<file path="src/rtl/draw_sequencer.sv">
// draw_sequencer: per-frame scheduler for the drawing processor command bus.
// Each pass runs CLEAR, NOTES, DIGIT1, DIGIT2, MARKS, DONE and then parks on the no-op command.
module draw_sequencer #(
    parameter int CLEAR_CYCLES = 3240,
    parameter int NOTE_CYCLES  = 16,
    parameter int DIGIT_CYCLES = 35,
    parameter int MARK_CYCLES  = 16,
    parameter int CNT_W        = 12
) (
    input  logic        CLK,
    input  logic        reset,
    input  logic        enable,
    input  logic        frame_tick,
    input  logic [14:0] note_mask,
    output logic [4:0]  command,
    output logic        plot,
    output logic [3:0]  note_index,
    output logic        busy,
    output logic        frame_done
);

    typedef enum logic [2:0] {
        S_IDLE, S_CLEAR, S_NOTES, S_DIGIT1, S_DIGIT2, S_MARKS, S_DONE
    } state_e;

    localparam logic [4:0] CMD_NOP    = 5'b10110;
    localparam logic [4:0] CMD_CLEAR  = 5'b10100;
    localparam logic [4:0] CMD_DIGIT1 = 5'b10001;
    localparam logic [4:0] CMD_DIGIT2 = 5'b10010;
    localparam logic [4:0] CMD_MARK0  = 5'b10111;
    localparam logic [4:0] CMD_MARK1  = 5'b11000;
    localparam logic [4:0] CMD_MARK2  = 5'b11001;

    state_e           state_q, state_d;
    logic [CNT_W-1:0] cnt_q, cnt_d;
    logic [14:0]      mask_q, mask_d;
    logic [1:0]       mark_q, mark_d;
    logic             pend_q, pend_d;
    logic             plot_q, plot_d;

    logic [3:0]       low_idx;
    logic [14:0]      mask_rest;
    logic [CNT_W-1:0] last_cnt;
    logic             seg_end;
    logic             drawing;

    // Lowest set bit of the latched mask: the next note to draw.
    always_comb begin
        low_idx = 4'd0;
        for (int i = 14; i >= 0; i--) begin
            if (mask_q[i]) low_idx = 4'(i);
        end
    end

    assign mask_rest = mask_q & ~(15'd1 << low_idx);
    assign drawing   = (state_q inside {S_CLEAR, S_NOTES, S_DIGIT1, S_DIGIT2, S_MARKS});

    always_comb begin
        last_cnt = '0;
        case (state_q)
            S_CLEAR:            last_cnt = CNT_W'(CLEAR_CYCLES - 1);
            S_NOTES:            last_cnt = CNT_W'(NOTE_CYCLES - 1);
            S_DIGIT1, S_DIGIT2: last_cnt = CNT_W'(DIGIT_CYCLES - 1);
            S_MARKS:            last_cnt = CNT_W'(MARK_CYCLES - 1);
            default:            last_cnt = '0;
        endcase
    end

    assign seg_end = (cnt_q == last_cnt);

    // NOTE: sequential state uses non-blocking assignments so every register
    // samples the pre-edge values regardless of statement order.
    always_ff @(posedge CLK or posedge reset) begin
        if (reset) begin
            state_q <= S_IDLE;
            cnt_q   <= '0;
            mask_q  <= '0;
            mark_q  <= '0;
            pend_q  <= 1'b0;
            plot_q  <= 1'b0;
        end else begin
            state_q <= state_d;
            cnt_q   <= cnt_d;
            mask_q  <= mask_d;
            mark_q  <= mark_d;
            pend_q  <= pend_d;
            plot_q  <= plot_d;
        end
    end

    // NOTE: every variable gets a hold default first so no path infers a latch.
    always_comb begin
        state_d = state_q;
        cnt_d   = cnt_q;
        mask_d  = mask_q;
        mark_d  = mark_q;
        pend_d  = pend_q | frame_tick;
        plot_d  = enable & drawing;

        if (enable) begin
            case (state_q)
                S_IDLE: begin
                    if (frame_tick || pend_q) begin
                        mask_d  = note_mask;
                        pend_d  = 1'b0;
                        cnt_d   = '0;
                        state_d = S_CLEAR;
                    end
                end
                S_DONE: state_d = S_IDLE;
                default: begin
                    cnt_d = cnt_q + 1'b1;
                    if (seg_end) begin
                        cnt_d = '0;
                        case (state_q)
                            S_CLEAR:  state_d = (mask_q != '0) ? S_NOTES : S_DIGIT1;
                            S_NOTES: begin
                                mask_d = mask_rest;
                                if (mask_rest == '0) state_d = S_DIGIT1;
                            end
                            S_DIGIT1: state_d = S_DIGIT2;
                            S_DIGIT2: begin
                                state_d = S_MARKS;
                                mark_d  = 2'd0;
                            end
                            S_MARKS: begin
                                if (mark_q == 2'd2) state_d = S_DONE;
                                else                mark_d  = mark_q + 2'd1;
                            end
                            default: state_d = state_q;
                        endcase
                    end
                end
            endcase
        end
    end

    always_comb begin
        command    = CMD_NOP;
        note_index = 4'hF;
        case (state_q)
            S_CLEAR:  command = CMD_CLEAR;
            S_NOTES: begin
                command    = 5'd2 + {1'b0, low_idx};
                note_index = low_idx;
            end
            S_DIGIT1: command = CMD_DIGIT1;
            S_DIGIT2: command = CMD_DIGIT2;
            S_MARKS: begin
                case (mark_q)
                    2'd0:    command = CMD_MARK0;
                    2'd1:    command = CMD_MARK1;
                    default: command = CMD_MARK2;
                endcase
            end
            default:  command = CMD_NOP;
        endcase
    end

    assign busy       = (state_q != S_IDLE);
    assign frame_done = (state_q == S_DONE);
    assign plot       = plot_q;

endmodule

</file>
<file path="config.mk">
export PLATFORM = sky130hd
export DESIGN_NAME = draw_sequencer
export DESIGN_NICKNAME = d
export VERILOG_FILES = /design/src/rtl/draw_sequencer.sv
export SDC_FILE = /design/constraint.sdc
export NUM_CORES = 1
export LEC_CHECK = 0
export ABC_CLOCK_PERIOD_IN_PS = 2700
export BUFFER_PORTS_ARGS = -buffer_cell sky130_fd_sc_hd__buf_4
export CAP_MARGIN = 20
export CORE_ASPECT_RATIO = 1.5
export CORE_MARGIN = 4
export CORE_UTILIZATION = 55
export CTS_BUF_LIST = sky130_fd_sc_hd__clkbuf_8
export DETAILED_ROUTE_END_ITERATION = 10
export PLACE_DENSITY = 0.79
export SETUP_SLACK_MARGIN = 0.2
export SYNTH_ARGS = -nofsm -noshare
export SYNTH_HDL_FRONTEND = slang
export SYNTH_SLANG_ARGS = --single-unit
</file>
<file path="constraint.sdc">
create_clock -name CLK -period 2.7 [get_ports CLK]
set_clock_uncertainty 0.2 [all_clocks]
set_input_delay 0.27 -clock CLK [delete_from_list [all_inputs] [get_ports CLK]]
set_output_delay 0.27 -clock CLK [all_outputs]
set_load 0.005 [all_outputs]
</file>
==> impl_metrics.toml <==
[finish]
antenna_cells = 0
area_delta_synth_final_pct = 46.2
fin_nets = 456
fill_cells = 282
layout-drive-gt1-share_pct = 37.5
fin_cells = 496

[power]
peakVddDrop_mv = 0.704
p_leak_nw = 1.67
finalPower_mw = 4.13
p_per_area_nw_per_um2 = 1070

[sta]
fin_crit_ps = 3140
period_share_pct = 116
finalSetupViolations = 9
fmax_mhz = 318
hold_ws_ps = -4.66
worst_pin_slew_ps = 964
setup_tns_ps = -2120
hold_viol_final = 7
maxSlewHeadroom_pct = 35.6
maxSlewViolCount = 0
rsz0062_at_grt = "yes"
final.setup.worst_slack_ps = -441

[clock_tree]
clockRootBuffer = "clkbuf_8"
path_clk_slew_ps = 90
cts_made_buffers = 5
numClockSinks = 34
tritoncts = "yes"
clock_latency_ps = 300
htree_levels = 2
cts_buffer_depth = 2

[critical_path]
worst-setup-path-type = "reg -> out"
cp_max_fo = 2
rr_worst_depth = 10
required_ps = 2230
start_kind = "register"
arrival_ps = 2670
worstSetupEndpointType = "output port"

[detailed_routing]
dr.pass1.iters = 7
first_iter_violations = 403
routedWlPerCell_um = 19.3
drc = 0
postRouteAntennaNets = 0
wl_um = 9580
dr_total_vias = 3176
vias_per_cell = 6.40

[global_routing]
grt_pass1_wl_um = 14100
antenna_found_initial = 0
grt_pass1_vias = 2926
grt_max_degree = 24
grt-ovfl-total = 0
grt_usage_pct = 29.8

[place]
io_buffer_count = 30
gp_congestion = 1.01
hpwl_um = 6030
dpl.cell_count = 454

[die]
dieWidth_um = 64.6
placeableCoreArea_sq_um = 4580
pin_count = 31
dieArea_sq_um = 6010
initial_core_util_pct = 57.8
rows = 30
fp.dieH_um = 92.9

[status]
status = "complete, but fails checks"
violations = "negative hold slack, negative setup slack"

[synth]
synth_edf_count = 0
yosys.cell_types.count = 65
ys_seq_area_share_pct = 32.2
syn-mean-instance-area_sq_um = 7.85
synth_seq_cells = 34
synth_nets = 362
synth_flop_cell = "dfrtp_1"
synthCells = 337
yosysWarningCount = 0
async_flop_share_pct = 100
syn-cell-area_sq_um = 2650

[flow_run]
cap_violations = 0

[min_path]
hold_class = "in -> async"
[report_power, final]
part | switching, mW | leakage (nW) | total, mW | internal (mW)
Clock | 0.214 | 0.0683 | 0.585 | 0.370
Combinational | 1.43 | 1.20 | 2.62 | 1.19
Sequential | 0.246 | 0.402 | 0.924 | 0.678
Total | 1.89 | 1.67 | 4.13 | 2.24
[cell usage after synthesis, types with 7 or more instances]
cell type,instances,share of area (%)
clkbuf_1,7,0.99
nor2_1,46,6.5
o21ai_0,28,5.3
buf_2,8,1.5
xor2_1,8,2.6
nor2b_1,8,1.9
a21oi_1,20,3.8
inv_1,11,1.6
nand2_1,47,6.7
nor3_1,10,1.9
dfrtp_1,34,32
[worst paths after layout]
kind                                         from                endpoint  slack [ps]
setup / recovery           mask_q[10]$_DFFE_PP0P_              command[2]        -440
hold / removal                              reset    cnt_q[2]$_DFFE_PP0P_          -5
setup reg to reg           mask_q[10]$_DFFE_PP0P_  state_q[2]$_DFFE_PP0P_        -200
hold reg to reg             mask_q[9]$_DFFE_PP0P_   mask_q[9]$_DFFE_PP0P_         330
max in group asynchronous                   reset  state_q[2]$_DFFE_PP0P_        1620
min in group CLK                    note_mask[11]  mask_q[11]$_DFFE_PP0P_           0
[stage by stage]
| step | worst slack (ps) | util [%] | area, sq um | hold slack (ps) |
|---|---|---|---|---|
| finish | -441 | 84.5 | 3870 | -4.66 |
| global route | -499 | 84.5 | 3870 | 10.4 |
| CTS | -391 | 76.9 | 3520 | 3.17 |
| detailed placement | -90.5 | 69.9 | 3200 | 263 |
| global placement | -62.8 | 69.9 | 3200 | 260 |
| floorplan | -2.58 | - | 2690 | 157 |
[kinds of logic after synthesis]
logic type | Yosys count | share of synthesized area, %
xor+xnor | 8 | 2.65
flops | 34 | 32.2
simple gates | 159 | 31.0
buf+inv | 33 | 6.34
fa+ha+maj | 6 | 2.84
compound gates | 95 | 24.2
mux | 2 | 0.804
[worst max-delay path, cell delays in order (launching register included)]
cell and delay, ps:
dfrtp_1 380, or4_4 550, o221a_4 290, or3_4 360, nand2_4 90, inv_4 40
ha_4 220, a221o_1 320, buf_6 120
[placed cells by master, fill, tap and decap left out, types with 3 or more instances in the layout]
cell type,Yosys,final
a21oi_1,20,17
a21oi_2,0,3
a221o_1,3,3
a31oi_1,6,6
a32oi_1,5,5
and3_1,3,3
and4_1,3,3
buf_4,2,83
buf_6,2,9
clkbuf_8,0,5
dfrtp_1,34,30
dfrtp_2,0,4
dlygate4sd3_1,0,11
ha_1,6,5
inv_1,11,10
nand2_1,47,43
nand3_1,5,5
nand4_1,6,6
nor2_1,46,40
nor2_2,0,5
nor2b_1,8,8
nor3_1,10,8
nor3_4,0,3
nor4_1,4,4
o211ai_1,4,4
o21a_1,4,4
o21ai_0,28,14
o21ai_1,0,5
o21ai_2,0,9
or2_2,3,3
or4_4,2,4
xor2_1,8,8
[flip-flops by register name (all words and copies together) (netlist names)]
register and count:
cnt_q 12, plot 1, mask_q 15, pend_q 1
mark_q 2, state_q 3
[routing by layer]
metal / GRT usage [%] / part of all wire, % / up-vias / wire length (um)
met5: 0 / 0 / - / 0
met4: 15.9 / 6.0 / 0 / 579
met3: 4.49 / 6.7 / 65 / 644
met2: 54.1 / 54 / 191 / 5150
met1: 32.8 / 33 / 1505 / 3210
li1: - / - / 1415 / -
[final cells by class]
class / instances / area [sq um] / share of cell area (%)
multi-input cells: 270 / 1850 / 47.8
repair buffers: 107 / 895 / 23.1
flip-flops and latches: 34 / 856 / 22.1
well taps: 64 / 80.1 / 2.07
clock buffers: 5 / 68.8 / 1.78
clock inverters: 3 / 68.8 / 1.78
inverters: 13 / 51.3 / 1.33
[what timing repair did]
| item | CTS | global route |
|---|---|---|
| pin swaps | 2 | 34 |
| setup buffers | 5 | 18 |
| cloned | 0 | 0 |
| setup endpoints to repair | 20 | 36 |
| hold buffers | 11 | 0 |
| hold endpoints to repair | 11 | 0 |
| gates resized for setup | 12 | 64 |
Note: power is estimated with default switching activity, not from simulation.
